**src/rtl/subtractor_16_seq_if.sv**
```systemverilog
// Request/result bundle for subtractor_16_seq: start/a/b/bi in, d/bo/busy/done out.
interface subtractor_16_seq_if;
  logic        start;
  logic [15:0] a;
  logic [15:0] b;
  logic        bi;
  logic [15:0] d;
  logic        bo;
  logic        busy;
  logic        done;

  modport master (output start, a, b, bi, input  d, bo, busy, done);
  modport slave  (input  start, a, b, bi, output d, bo, busy, done);
endinterface

```
**src/rtl/subtractor_16_seq.sv**
```systemverilog
// Multi-cycle 16-bit subtractor, SLICE_W bits per cycle, LSB slice first.
// Optional macro SUB16_SAT_EN: clamp d to 0x0000 when the final borrow is set.
module subtractor_16_seq #(
  parameter int SLICE_W = 4
) (
  input  logic                clk,
  input  logic                rst,
  subtractor_16_seq_if.slave  bus
);
  localparam int N  = 16 / SLICE_W;
  localparam int CW = (N > 1) ? $clog2(N) : 1;

  typedef enum logic [1:0] {IDLE, RUN, DONE} state_t;

  state_t          r_state, w_next;
  logic [15:0]     r_a, r_b, r_res, r_d;
  logic            r_bw, r_bo;
  logic [CW-1:0]   r_cnt;
  logic [SLICE_W:0] w_sub;
  logic [15:0]     w_res;
  logic            w_accept, w_last;

  // DONE accepts a new start just like IDLE, so back-to-back ops have no gap
  assign w_accept = bus.start && (r_state != RUN);
  assign w_last   = (r_cnt == CW'(N - 1));

  // Operands shift right each cycle so the active slice is always at bit 0
  assign w_sub = {1'b0, r_a[SLICE_W-1:0]} - {1'b0, r_b[SLICE_W-1:0]}
               - (SLICE_W+1)'(r_bw);
  assign w_res = (r_res >> SLICE_W) | (16'(w_sub[SLICE_W-1:0]) << (16 - SLICE_W));

  always_ff @(posedge clk or posedge rst) begin
    if (rst) r_state <= IDLE;
    else     r_state <= w_next;
  end

  always_comb begin
    w_next = r_state;
    case (r_state)
      IDLE:    if (w_accept) w_next = RUN;
      RUN:     if (w_last)   w_next = DONE;
      DONE:    w_next = w_accept ? RUN : IDLE;
      default: w_next = IDLE;
    endcase
  end

  always_ff @(posedge clk or posedge rst) begin
    if (rst) begin
      r_a   <= '0;
      r_b   <= '0;
      r_bw  <= 1'b0;
      r_res <= '0;
      r_cnt <= '0;
      r_d   <= '0;
      r_bo  <= 1'b0;
    end else if (w_accept) begin
      r_a   <= bus.a;
      r_b   <= bus.b;
      r_bw  <= bus.bi;
      r_res <= '0;
      r_cnt <= '0;
    end else if (r_state == RUN) begin
      r_a   <= r_a >> SLICE_W;
      r_b   <= r_b >> SLICE_W;
      r_bw  <= w_sub[SLICE_W];
      r_res <= w_res;
      r_cnt <= r_cnt + 1'b1;
      if (w_last) begin
        r_bo <= w_sub[SLICE_W];
`ifdef SUB16_SAT_EN
        r_d  <= w_sub[SLICE_W] ? 16'h0000 : w_res;
`else
        r_d  <= w_res;
`endif
      end
    end
  end

  assign bus.d    = r_d;
  assign bus.bo   = r_bo;
  assign bus.busy = (r_state == RUN);
  assign bus.done = (r_state == DONE);
endmodule
```
**src/flat_wrapper.sv**
```systemverilog
// flat-port wrapper written by rule: the top's interface ports become plain ports
module subtractor_16_seq_flat 
#(
  parameter int SLICE_W = 4
)
  (clk, rst, bus_start, bus_a, bus_b, bus_bi, bus_d, bus_bo, bus_busy, bus_done);
  subtractor_16_seq_if bus_i ();
  input  logic clk;
  input  logic rst;
  input wire logic [$bits(bus_i.start)-1:0] bus_start;
  input wire logic [$bits(bus_i.a)-1:0] bus_a;
  input wire logic [$bits(bus_i.b)-1:0] bus_b;
  input wire logic [$bits(bus_i.bi)-1:0] bus_bi;
  output wire logic [$bits(bus_i.d)-1:0] bus_d;
  output wire logic [$bits(bus_i.bo)-1:0] bus_bo;
  output wire logic [$bits(bus_i.busy)-1:0] bus_busy;
  output wire logic [$bits(bus_i.done)-1:0] bus_done;
  assign bus_i.start = bus_start;
  assign bus_i.a = bus_a;
  assign bus_i.b = bus_b;
  assign bus_i.bi = bus_bi;
  assign bus_d = bus_i.d;
  assign bus_bo = bus_i.bo;
  assign bus_busy = bus_i.busy;
  assign bus_done = bus_i.done;
  subtractor_16_seq #(.SLICE_W(SLICE_W)) u_core (.clk(clk), .rst(rst), .bus(bus_i));
endmodule
```
**config.mk**
```make
export PLATFORM = sky130hd
export DESIGN_NAME = subtractor_16_seq_flat
export DESIGN_NICKNAME = d
export VERILOG_FILES = /design/src/rtl/subtractor_16_seq_if.sv /design/src/rtl/subtractor_16_seq.sv /design/src/flat_wrapper.sv
export SDC_FILE = /design/constraint.sdc
export NUM_CORES = 1
export LEC_CHECK = 0
export CAP_MARGIN = 0
export CELL_PAD_IN_SITES_DETAIL_PLACEMENT = 0
export CELL_PAD_IN_SITES_GLOBAL_PLACEMENT = 1
export CORE_MARGIN = 3
export CORE_UTILIZATION = 42
export CTS_BUF_LIST = sky130_fd_sc_hd__clkbuf_8
export CTS_CLUSTER_DIAMETER = 120
export DETAILED_ROUTE_END_ITERATION = 10
export GPL_TIMING_DRIVEN = 0
export HOLD_SLACK_MARGIN = 0.12
export PLACE_DENSITY_LB_ADDON = 0.1
export SLEW_MARGIN = 15
export SYNTH_ARGS = -nofsm -noshare
export SYNTH_HDL_FRONTEND = slang
export SYNTH_SLANG_ARGS = --single-unit
```
**constraint.sdc**
```tcl
create_clock -name clk -period 2.7 [get_ports clk]
set_input_delay 0.54 -clock clk [delete_from_list [all_inputs] [get_ports clk]]
set_output_delay 0.54 -clock clk [all_outputs]
set_load 0.02 [all_outputs]
```
# After elaboration in Yosys (flattened, before gate mapping)
# Cells that the tools add are included.
# totals
register_bits	70
inputBits	36
out_inout_bits	19
# classes
add_sub_neg	3
n_eq_ne	6
mux	14
n_bitwise	2
reduce_logical	5
# ops
cell	n
$mux 16	6
$or 12x16->16	1
$mux 2	4
$ne 2x1->1 const B	3
$pmux 2 s3	1
$sub 4x4->5	1
$sub 5x1->5	1
$eq 2x2->1 const B	2
$mux 1	3
$reduce_and 3->1	1
$add 2x1->2 const B	1
$eq 2x1->1 const B	1
$logic_not 2->1	1
$reduce_and 2->1	1
$reduce_bool 2->1	1
$logic_and 1x1->1	1
$not 1->1	1

# Depth between registers and ports, before layout
# Gate-level depths: netlist (run 1).
# depth
depth_word	5
ltp_mapped	7

# Worst setup path after synthesis (run 1)
# No wires, ideal clock.
# synth_path
path_type	reg-to-reg
from	register u_core.r_bw
to	register u_core.r_res[15]
setup_time_ps	134
t_arrival_ps	1645
t_required_ps	2566
slack_ps	921
stages_incl_launch_ff	8
n_path_buf	0
synth_period_minus_slack_ps	1779
path_cell_list	dfrtp_1 -> inv_1 -> fa_1 -> inv_1 -> ha_1 -> o21ai_0 -> a211o_1 -> o311ai_1
# synth_via
elab_chain_cells	4
# synth_lines
item	line	text
start, declared	subtractor_16_seq.sv:17	logic r_bw, r_bo;
start signal, assigned	subtractor_16_seq.sv:59	r_bw <= bus.bi;
start signal, assigned	subtractor_16_seq.sv:65	r_bw <= w_sub[SLICE_W];
$sub 5x1->5	subtractor_16_seq.sv:29	- (SLICE_W+1)'(r_bw);
$or 12x16->16	subtractor_16_seq.sv:30	assign w_res = (r_res >> SLICE_W) | (16'(w_sub[SLICE_W-1:0]) << (16 - SLICE_W));
$mux 16	subtractor_16_seq.sv:62	end else if (r_state == RUN) begin
$mux 16	subtractor_16_seq.sv:56	end else if (w_accept) begin
end signal, assigned	subtractor_16_seq.sv:66	r_res <= w_res;
end, declared	subtractor_16_seq.sv:16	logic [15:0] r_a, r_b, r_res, r_d;
# No other way between the ends. The select of a mux whose other input is x is not followed.
# A chain may end at the register's enable or synchronous reset.

# Final worst setup path (run 1)
# layout_path
from	register u_core.r_state[1]
to	output bus_busy
# layout_via
elab_chain_cells	1
# layout_lines
item	line	text
start, declared	subtractor_16_seq.sv:15	state_t r_state, w_next;
start signal, assigned	subtractor_16_seq.sv:34	else r_state <= w_next;
$eq 2x1->1	subtractor_16_seq.sv:81	assign bus.busy = (r_state == RUN);
end, declared	flat_wrapper.sv:16	output wire logic [$bits(bus_i.busy)-1:0] bus_busy;
# No other way between the ends.

==> results of run 1 <==
[power breakdown]
part | internal [W] | switching [W]
Combinational | 0.000904 | 0.00104
Clock | 0.000329 | 0.000393
Sequential | 0.00141 | 0.000244
Total | 0.00264 | 0.00168
[Yosys cell counts (2+ instances only)]
library cell,n
a211o_1,2
buf_2,2
buf_4,6
buf_6,2
clkbuf_1,4
clkbuf_4,2
dfrtp_1,66
fa_1,2
ha_1,7
inv_1,14
mux2_2,5
mux2_4,6
mux2i_1,33
nand2_1,48
nand3_1,5
nor2_1,9
nor2b_1,2
o21ai_0,41
o21ai_1,2
[metal layers]
metal | vias up | track usage (%) | share of wire (%)
met5 | - | 0 | 0
met4 | 0 | 7.161 | 1.8
met3 | 10 | 3.000 | 4.6
met2 | 57 | 24.46 | 46
met1 | 1011 | 22.00 | 48
li1 | 1045 | - | -
[tightest hold or removal path, stage by stage, from the launching register on]
cell	delay [ns]
dfrtp_1	0.34
nand2_1	0.04
o21ai_0	0.06
[sequential cells by signal, indices dropped and copies added (netlist names)]
register / cells
u_core.bus.bo: 1
u_core.r_bw: 1
u_core.bus.d: 16
u_core.r_b: 16
u_core.r_a: 16
u_core.r_cnt: 2
u_core.r_res: 12
u_core.r_state: 2
[area by class of cell]
class / instances / area, um^2 / area share (%)
Buffer: 16 / 107.6 / 2.783
Clock buffer: 9 / 123.9 / 3.204
Clock inverter: 7 / 46.29 / 1.197
Inverter: 15 / 58.81 / 1.521
Multi-Input combinational cell: 175 / 1207 / 31.23
Sequential cell: 66 / 1652 / 42.72
Tap cell: 96 / 120.1 / 3.107
Timing Repair Buffer: 54 / 550.5 / 14.24
[kinds of logic after synthesis]
kind of cell / synth area share (%)
AND/OR/NAND/NOR: 10.06
flip-flops: 54.64
AO/OA/AOI/OAI: 9.313
multiplexers: 15.77
buffers and inverters: 5.422
adder cells (fa/ha/maj): 4.222
XOR/XNOR: 0.5796
[cells in the final DEF (no fill, tap or decap), types with 3 or more instances in the layout]
| cell type | count |
|---|---|
| dfrtp_1 | 66 |
| clkdlybuf4s50_1 | 53 |
| nand2_1 | 48 |
| o21ai_0 | 41 |
| mux2i_1 | 33 |
| inv_1 | 13 |
| nor2_1 | 9 |
| clkbuf_8 | 9 |
| ha_1 | 7 |
| mux2_4 | 6 |
| buf_4 | 6 |
| mux2_2 | 5 |
| nand3_1 | 5 |
| clkbuf_1 | 4 |
| clkinv_2 | 3 |
| clkinvlp_4 | 3 |
[stage by stage]
stage	setup WS, ns	area [um^2]	std cells
5_1_grt	0.01259	3866	438
2_1_floorplan	0.5052	3023	272
3_3_place_gp	-0.7047	3674	421
6_report	0.1266	3866	438
3_5_place_dp	0.4832	3696	422
4_1_cts	0.09776	3866	438
[worst min path at each step]
stage,cells after the start,slack (ns),to,startpoint
2_1_floorplan,2,0.45,u_core.r_a[0],u_core.r_a[4]
3_3_place_gp,2,0.46,u_core.r_a[4],u_core.r_a[8]
3_5_place_dp,2,0.47,u_core.r_b[3],u_core.r_b[7]
4_1_cts,2,0.48,u_core.r_a[2],u_core.r_a[6]
5_1_grt,1,0.50,u_core.r_cnt[0],u_core.r_cnt[0]
6_report,2,0.48,u_core.bus.d[13],u_core.bus.d[13]
==> metrics.md, run 1 <==
| Metric | Value |
|---|---|
| FMAX | `roughly 0.39 GHz` |
| Post-DP HPWL | `~4400 um` |
| Core ar. | `~0.007 mm^2` |
| Largest net degree at the start of global routing | `35` |
| MaxCap Viol Count | `0` |
| DR pass1 iterations | `4` |
| Total power | `~0.0043 W` |
| Largest fanout on the critical path | `10` |
| Vias in the first global route | `2063` |
| Post-detailed-route wirelength per cell | `between 10 and 15 um` |
| Mean Syn Cell Area | `11.11 um^2` |
| Post-cts hold buffer count | `0` |
| First-pass GRT wire length | `10320 um` |
| Syn_nets | `about 320` |
| WP depth | `5` |
| Max clock buf depth | `2` |
| Final WL | `~6000 um` |
| Tmin final | `2.573 ns` |
| Slowest stage cell, crit path | `clkdlybuf4s50_1` |
| Post-synth top flop | `dfrtp_1` |
| DR iter-0 viols | `109` |
| VDD IR max | `about 0.4 mV` |
| Clock skew | `between 0.008 and 0.009 ns` |
| Final Hold Viols | `0` |
| Root Driver | `clkbuf_8` |
| Die W | `about 91 um` |
| Fin util | `a little under three fifths` |
| CTS H-tree depth | `3` |
| CTS Buf Count | `9` |
| Leak | `between 1.5 and 2 nW` |
| Req. time, crit path | `roughly 2.2 ns` |
| Postcts setup bufs | `0` |
| Reg-to-Reg Start | `u_core.r_bw` |
| Worst Setup SP | `u_core.r_state[1]` |
| Async SR Flop Fraction | `100.0%` |
| Residual DRC | `0` |
| Number of synthesized flops with an enable pin | `0` |
| Max Slew Vio Count | `0` |
| Critical-path cell list | `nand2b_2 -> inv_2 -> buf_6 -> buf_4 -> clkdlybuf4s50_1` |
| Nets | `about 380` |
| CTS tree | `done` |
| Finish-stage setup viols | `0` |
| Grt ovf | `0` |
| Die area | `between 0.008 and 0.009 mm^2` |
| Setup TNS | `0 ns` |
| Slew margin rel. | `70.71%` |
| Leading area contributor after synthesis | `dfrtp_1` |
| Layout cells sized above 1 | `a little over an eighth` |
| Number of routed nets with antenna violations | `0` |
| Vias per Instance | `4.847` |
| Critical path buffer and inverter count | `4` |
| Register bit count reported by yosys | `66` |
| Area grow syn2layout | `27.90%` |
| Buffers on Ports | `between 50 and 60` |
| Power Dens Cells | `1118 mW/mm^2` |
| Num rows | `30` |
| Status | `finished, final reports clean` |
| RSZ-0062 raised after global routing | `false` |
| CP Launch Type | `flip-flop` |
| GPL Wtd Cong | `0.6951` |
| Vias | `2123` |
| Post_cts resized | `0` |
| Initial Util | `approximately 44%` |
| Antenna violations before repair | `0` |
| Diode count | `0` |
| Clock tree sinks | `66` |
| CP delay by family, top | `buffers and inverters` |
| Crit Path Class | `flip-flop to output pin` |
| Yosys top cell area share | `between 50% and 60%` |
| Worst path max stage delay | `~0.62 ns` |
| Worst-path clk slew | `0.07 ns` |
| Netlist Area Pre-Place | `just over 0.003 mm^2` |
| Reg2Reg Depth | `7` |
| Post-Synthesis Cells | `272` |
| All-Layer GR Usage | `between 10% and 20%` |
| Distinct cell type count after synthesis | `33` |
| Crit end category | `output pin` |
| # fillers | `630` |
| Ports | `55` |
| Final period util | `about 95%` |
| Yosys Warn Count | `0` |
| Worst R2R End | `u_core.r_res[15]` |
| Seq/Total Area, Yosys | `between 50% and 60%` |
| HP Class | `flip-flop to flip-flop` |
| DIE HEIGHT | `90.84 um` |
| Reg2reg setup slack | `about 0.77 ns` |
| Hold slack final | `roughly 0.48 ns` |
| Worst slew pin tran | `between 0.4 and 0.5 ns` |
| Clk_lat worst skew | `0.34 ns` |
| Top cells by area, synth | `dfrtp_1 55%, mux2i_1 11%, o21ai_0 6.8%` |
| CP Capture Point | `bus_busy` |
| Worst Path Arrival | `approximately 2.0 ns` |
Power figures use the tool's default switching activity.
==> run 2, diff against run 1 <==
--- a/config.mk
+++ b/config.mk
@@ -5,14 +5,14 @@
 export SDC_FILE = /design/constraint.sdc
 export NUM_CORES = 1
 export LEC_CHECK = 0
-export CAP_MARGIN = 0
 export CELL_PAD_IN_SITES_DETAIL_PLACEMENT = 0
 export CELL_PAD_IN_SITES_GLOBAL_PLACEMENT = 1
 export CORE_MARGIN = 3
-export CORE_UTILIZATION = 42
+export CORE_UTILIZATION = 51
 export CTS_BUF_LIST = sky130_fd_sc_hd__clkbuf_8
 export CTS_CLUSTER_DIAMETER = 120
 export DETAILED_ROUTE_END_ITERATION = 10
+export DONT_BUFFER_PORTS = 1
 export GPL_TIMING_DRIVEN = 0
 export HOLD_SLACK_MARGIN = 0.12
 export PLACE_DENSITY_LB_ADDON = 0.1
==> run 2 against run 1 <==
Via count decreased by 8.9%. Hold slack worse by 0.11 ns. Flip-flop and latch count stayed put. Sequential share of layout area increased by 6.3 points. Clock power grew 21%. First-iteration DRC count down 53%. Count of clock-buffer cells in the layout up 4. Cell count down 17%. Routed wire length is 3.4% lower. Worst setup slack gained 0.60 ns. Critical endpoint unchanged.
==> metrics.md, run 2 (synthesis gave the netlist of run 1 again) <==
| Metric | Value |
|---|---|
| Antenna violations before repair | `0 (unchanged)` |
| Area grow syn2layout | `11.47%` |
| Die W | `82.99 um (-8.6%)` |
| Cell Area, Placed | `0.003143 mm^2 (-15%)` |
| Max Slew Vio Count | `0 (unchanged)` |
| Vias in the first global route | `2035 (-1.4%)` |
| Most common cell after layout, fill and taps aside | `dfrtp_1` |
| Req. time, crit path | `2.16 ns (about the same)` |
| Post-cts hold buffer count | `1 (+1)` |
| Buffers on Ports | `0 (-100%)` |
| Largest net degree at the start of global routing | `45 (+29%)` |
| Clk_lat worst skew | `0.33 ns (about the same)` |
| Final instance area | `0.003369 mm^2 (-13%)` |
| Crit end category | `output pin` |
| Core ar. | `0.005608 mm^2 (-18%)` |
| Nets | `330 (-14%)` |
| DIE HEIGHT | `82.99 um (-8.6%)` |
| Vias per Instance | `5.345 (+10%)` |
| Tmin final | `1.969 ns (-0.6040 ns)` |
| DR iter-0 viols | `51 (-53%)` |
| DR pass1 iterations | `4 (unchanged)` |
| Worst slew pin tran | `0.4402 ns (+0.005339 ns)` |
| Vias | `1935 (-8.9%)` |
| Final period util | `72.94% (-22 points)` |
| Postcts setup bufs | `0 (unchanged)` |
| MaxCap Viol Count | `0 (unchanged)` |
| Post-DP HPWL | `4190 um (-4.6%)` |
| GPL Wtd Cong | `0.8189 (+18%)` |
| Slew margin rel. | `70.35% (-0.36 points)` |
| Clock tree sinks | `66 (unchanged)` |
| Initial Util | `53.90% (+9.9 points)` |
| Commonest non-fill, non-tap cells in the layout | `66 x dfrtp_1, 48 x nand2_1, 41 x o21ai_0` |
| VDD IR max | `0.5426 mV (+36%)` |
| CTS H-tree depth | `3 (unchanged)` |
| CP Launch Type | `flip-flop` |
| First-pass GRT wire length | `10110 um (-2.0%)` |
| Grt ovf | `0 (unchanged)` |
| Worst-path clk slew | `0.07 ns (about the same)` |
| Post-detailed-route wirelength per cell | `16.25 um (+17%)` |
| CTS Buf Count | `9 (unchanged)` |
| CTS tree | `done` |
| All-Layer GR Usage | `18.61% (+2.7 points)` |
| Status | `finished, final reports clean` |
| Power Dens Cells | `1249 mW/mm^2 (+12%)` |
| Residual DRC | `0 (unchanged)` |
| Finish-stage setup viols | `0 (unchanged)` |
| Final WL | `5882 um (-3.4%)` |
| HP Class | `input port to flip-flop` |
| RSZ-0062 raised after global routing | `false` |
| Max clock buf depth | `2 (unchanged)` |
| Final Hold Viols | `0 (unchanged)` |
| Largest fanout on the critical path | `10 (unchanged)` |
| Post_cts resized | `0 (unchanged)` |
| Crit Path Class | `flip-flop to output pin` |
| Num rows | `27 (-10%)` |
| Fin util | `60.08% (+3.8 points)` |
| FMAX | `0.5078 GHz (+31%)` |
| Clock skew | `0.006712 ns (-0.001653 ns)` |
| Number of routed nets with antenna violations | `0 (unchanged)` |
| Die area | `0.006887 mm^2 (-17%)` |
| Hold slack final | `0.3673 ns (-0.1102 ns)` |
| Worst Path Arrival | `1.43 ns (-0.60 ns)` |
| Total power | `0.004208 W (-2.6%)` |
| Diode count | `0 (unchanged)` |
| Root Driver | `clkbuf_8` |
| Layout cells sized above 1 | `14.83% (+1.7 points)` |
| Ports | `55 (unchanged)` |
| Leak | `1.676 nW (-8.6%)` |
run 2: cell count changes in the layout (fill, tap and decap cells not counted), sizes merged:
cell	before	now
clkdlybuf4s50	53	0
clkbuf	15	19
clkinv	4	0
clkinvlp	3	0
inv	15	17
bufinv	0	1
dlygate4sd3	0	1
run 2: critical path, stage by stage, from the launching register on:
cell      delay [ns]
dfrtp_1         0.40
nand2b_2        0.24
inv_2           0.10
buf_6           0.14
buf_4           0.22
run 2: worst paths after layout:
check                                   from               end  slack, ns  depth (start not counted)
setup reg to reg                 u_core.r_bw  u_core.r_res[15]       0.75                          7
hold reg to reg                u_core.r_b[5]     u_core.r_b[1]       0.48                          2
setup / recovery           u_core.r_state[1]          bus_busy       0.73                          4
max in group asynchronous                rst     u_core.r_b[3]       1.53                          3
hold / removal                     bus_a[12]    u_core.r_a[12]       0.37                          2
min in group asynchronous                rst  u_core.bus.d[12]       0.66                          2
run 2: layer usage:
| metal | global-route usage [%] | wire (um) | share of wire, % |
|---|---|---|---|
| met5 | 0 | 0 | 0 |
| met4 | 9.064 | 128 | 2.2 |
| met3 | 6.845 | 367 | 6.2 |
| met2 | 27.04 | 2617 | 44 |
| met1 | 24.58 | 2768 | 47 |
run 2: power breakdown:
part | switching, W | internal, W
clock network | 0.000350 | 0.000522
logic | 0.000857 | 0.000660
registers | 0.000410 | 0.00141
run 2: cell type report:
type,count,area (um^2)
clock buffers,13,178.9
inverters,15,58.81
clock inverters,3,37.54
multi-input cells,175,1207
fillers,476,2238
repair buffers,2,37.54
flip-flops and latches,66,1652
well taps,72,90.09
plain buffers,16,107.6
run 2: through the flow:
step | std cells | TNS (ns) | worst slack (ns)
after floorplan | 272 | 0 | 0.5052
after global placement | 344 | -17.76 | -0.2717
after detailed placement | 345 | 0 | 0.7638
after CTS | 362 | 0 | 0.7126
after global routing | 362 | 0 | 0.6458
final | 362 | 0 | 0.7306
==> run 3, diff against run 2 <==
--- a/config.mk
+++ b/config.mk
@@ -8,7 +8,7 @@
 export CELL_PAD_IN_SITES_DETAIL_PLACEMENT = 0
 export CELL_PAD_IN_SITES_GLOBAL_PLACEMENT = 1
 export CORE_MARGIN = 3
-export CORE_UTILIZATION = 51
+export CORE_UTILIZATION = 46
 export CTS_BUF_LIST = sky130_fd_sc_hd__clkbuf_8
 export CTS_CLUSTER_DIAMETER = 120
 export DETAILED_ROUTE_END_ITERATION = 10
==> constraint.sdc (replaced) <==
create_clock -name clk -period 1.7 [get_ports clk]
set_input_delay 0.34 -clock clk [delete_from_list [all_inputs] [get_ports clk]]
set_output_delay 0.34 -clock clk [all_outputs]
set_load 0.02 [all_outputs]
==> run 3 against run 2 <==
The run now ends with negative setup slack left. Clock skew hardly changed. Count of clock-buffer cells in the layout down 3. Combinational power is 82% higher. Cell count rose by 1.4%. Largest cell class unchanged.
==> metrics.md, run 3 (synthesis gave the netlist of run 1 again) <==
| Metric | Value |
|---|---|
| Placed insts | `349 (+1.2%)` |
| HP Start | `bus_a[12]` |
| Leak | `1.691 nW (+0.91%)` |
| Nets | `332 (+0.61%)` |
| Final Hold Viols | `0 (unchanged)` |
| Post-place setup slack | `-0.09769 ns (-0.8615 ns)` |
| Clock skew | `0.006443 ns (-0.0002693 ns)` |
| Commonest non-fill, non-tap cells in the layout | `65 x dfrtp_1, 48 x nand2_1, 36 x o21ai_0` |
| Most common cell after layout, fill and taps aside | `dfrtp_1` |
| Max Slew Vio Count | `0 (unchanged)` |
| All-Layer GR Usage | `18.07% (-0.54 points)` |
| Num rows | `28 (+3.7%)` |
| Ports | `55 (unchanged)` |
| Largest fanout on the critical path | `4 (-6)` |
| Most frequent CP cell | `inv_2` |
| First-pass GRT wire length | `10290 um (+1.8%)` |
| Layout cells sized above 1 | `20.21% (+5.4 points)` |
| GPL Wtd Cong | `0.7721 (-5.7%)` |
| Req. time, crit path | `1.91 ns (-0.25 ns)` |
| Worst-path clk slew | `0.08 ns (about the same)` |
| Number of routed nets with antenna violations | `0 (unchanged)` |
| Area grow syn2layout | `15.89%` |
| Final WL | `6194 um (+5.3%)` |
| Worst path max stage delay | `0.58 ns (+0.18 ns)` |
| Post-DP HPWL | `4418 um (+5.5%)` |
| RSZ-0062 raised after global routing | `true` |
| Die W | `87.07 um (+4.9%)` |
| HP Class | `input port to flip-flop` |
| DIE HEIGHT | `87.07 um (+4.9%)` |
| Violated checks | `negative setup slack` |
| Post-detailed-route wirelength per cell | `16.88 um (+3.9%)` |
| VDD IR max | `1.181 mV (+120%)` |
| Tmin final | `~1.7 ns` |
| Vias in the first global route | `2043 (+0.39%)` |
| MaxCap Viol Count | `0 (unchanged)` |
| Root Driver | `clkbuf_8` |
| Vias | `1960 (+1.3%)` |
| DR iter-0 viols | `46 (-9.8%)` |
| Final cell count without fillers | `367 (+1.4%)` |
| Fin worst setup slack | `-0.02532 ns (-0.7559 ns)` |
| Antenna violations before repair | `0 (unchanged)` |
| Final period util | `101.5%` |
| Critical-path cell list | `inv_2 -> fa_2 -> inv_2 -> ha_4 -> o21ai_4 -> a211o_1 -> o311ai_1` |
| Worst slew pin tran | `0.4549 ns (+0.01470 ns)` |
| Buffers on Ports | `0 (unchanged)` |
| Worst Path Arrival | `1.94 ns (+0.51 ns)` |
| Setup TNS | `-0.02532 ns (-0.02532 ns)` |
| Worst Setup SP | `u_core.r_b[0]` |
| FMAX | `around 0.58 GHz` |
| Reg-to-Reg Start | `u_core.r_b[0]` |
| Crit end category | `flip-flop` |
| Slew margin rel. | `69.61% (-0.73 points)` |
| Reg2reg setup slack | `-0.03 ns (-0.78 ns)` |
| Finish-stage setup viols | `1 (+1)` |
| Die area | `0.007580 mm^2 (+10%)` |
| Slowest stage cell, crit path | `fa_2` |
| Residual DRC | `0 (unchanged)` |
| Vias per Instance | `5.341 (about the same)` |
| Largest net degree at the start of global routing | `30 (-33%)` |
| CP Launch Type | `flip-flop` |
| CTS Buf Count | `9 (unchanged)` |
| CTS tree | `done` |
| Diode count | `0 (unchanged)` |
| Clock tree sinks | `66 (unchanged)` |
| Crit Path Class | `flip-flop to flip-flop` |
| CTS H-tree depth | `3 (unchanged)` |
| Clk_lat worst skew | `0.34 ns (about the same)` |
| Core ar. | `0.006131 mm^2 (+9.3%)` |
| DR pass1 iterations | `4 (unchanged)` |
| Max clock buf depth | `2 (unchanged)` |
| Grt ovf | `0 (unchanged)` |
| Initial Util | `49.31% (-4.6 points)` |
| Status | `finished, violations left` |
| Power Dens Cells | `2089 mW/mm^2 (+67%)` |
## run 3: path summary, 6_finish.rpt
check	to	depth (start not counted)
min reg2reg	u_core.r_b[8]	2
min	u_core.r_a[12]	2
min in group asynchronous	u_core.r_b[1]	2
max in group asynchronous	u_core.r_state[0]	4
max reg2reg	u_core.r_res[15]	7
max	u_core.r_res[15]	7
## run 3: layer usage
metal	vias to the layer above	wire (um)	global-route usage (%)	part of all wire (%)
met5	-	0	0	0
met4	0	132	8.499	2.1
met3	10	356	5.393	5.7
met2	48	2876	29.05	46
met1	956	2828	22.24	46
li1	946	-	-	-
## run 3: through the flow
step / cell area [um^2] / utilization (%) / power (W) / hold slack (ns)
after floorplan: 3027 / - / 0.004699 / 0.4490
after global placement: 3120 / 50.90 / 0.005292 / 0.4600
after detailed placement: 3161 / 51.55 / 0.005379 / 0.2121
after CTS: 3472 / 56.63 / 0.007245 / 0.1412
after global routing: 3503 / 57.14 / 0.007911 / 0.1526
final: 3503 / 57.14 / 0.007317 / 0.1524
## run 3: what timing repair did
action / CTS / global route
pin swaps: 1 / 5
gates resized for setup: 9 / 13
buffers inserted: 1 / 0
setup endpoints to repair: 5 / 10
endpoints found under the hold margin: 14 / 0
hold buffers: 1 / 0
cloned: 0 / 0
## run 3: cell type report
type	instances	area, um^2
Tap cell	75	93.84
Buffer	16	120.1
Sequential cell	66	1653
Timing Repair Buffer	4	57.56
Multi-Input combinational cell	175	1267
Inverter	15	60.06
Clock buffer	10	137.6
Fill cell	541	2628
Clock inverter	6	113.9
## run 3: report_power, final
| group | internal, W | leakage (nW) | switching [W] |
|---|---|---|---|
| Clock | 0.00102 | 0.119 | 0.000625 |
| Combinational | 0.00129 | 0.727 | 0.00148 |
| Sequential | 0.00224 | 0.845 | 0.000667 |
## run 3: worst max-delay path, delay by kind of cell (launching register included)
kind	cells	cell delay [ns]
AO/OA/AOI/OAI	3	0.41
buffers and inverters	2	0.10
flip-flops	1	0.36
adder cells (fa/ha/maj)	2	0.73
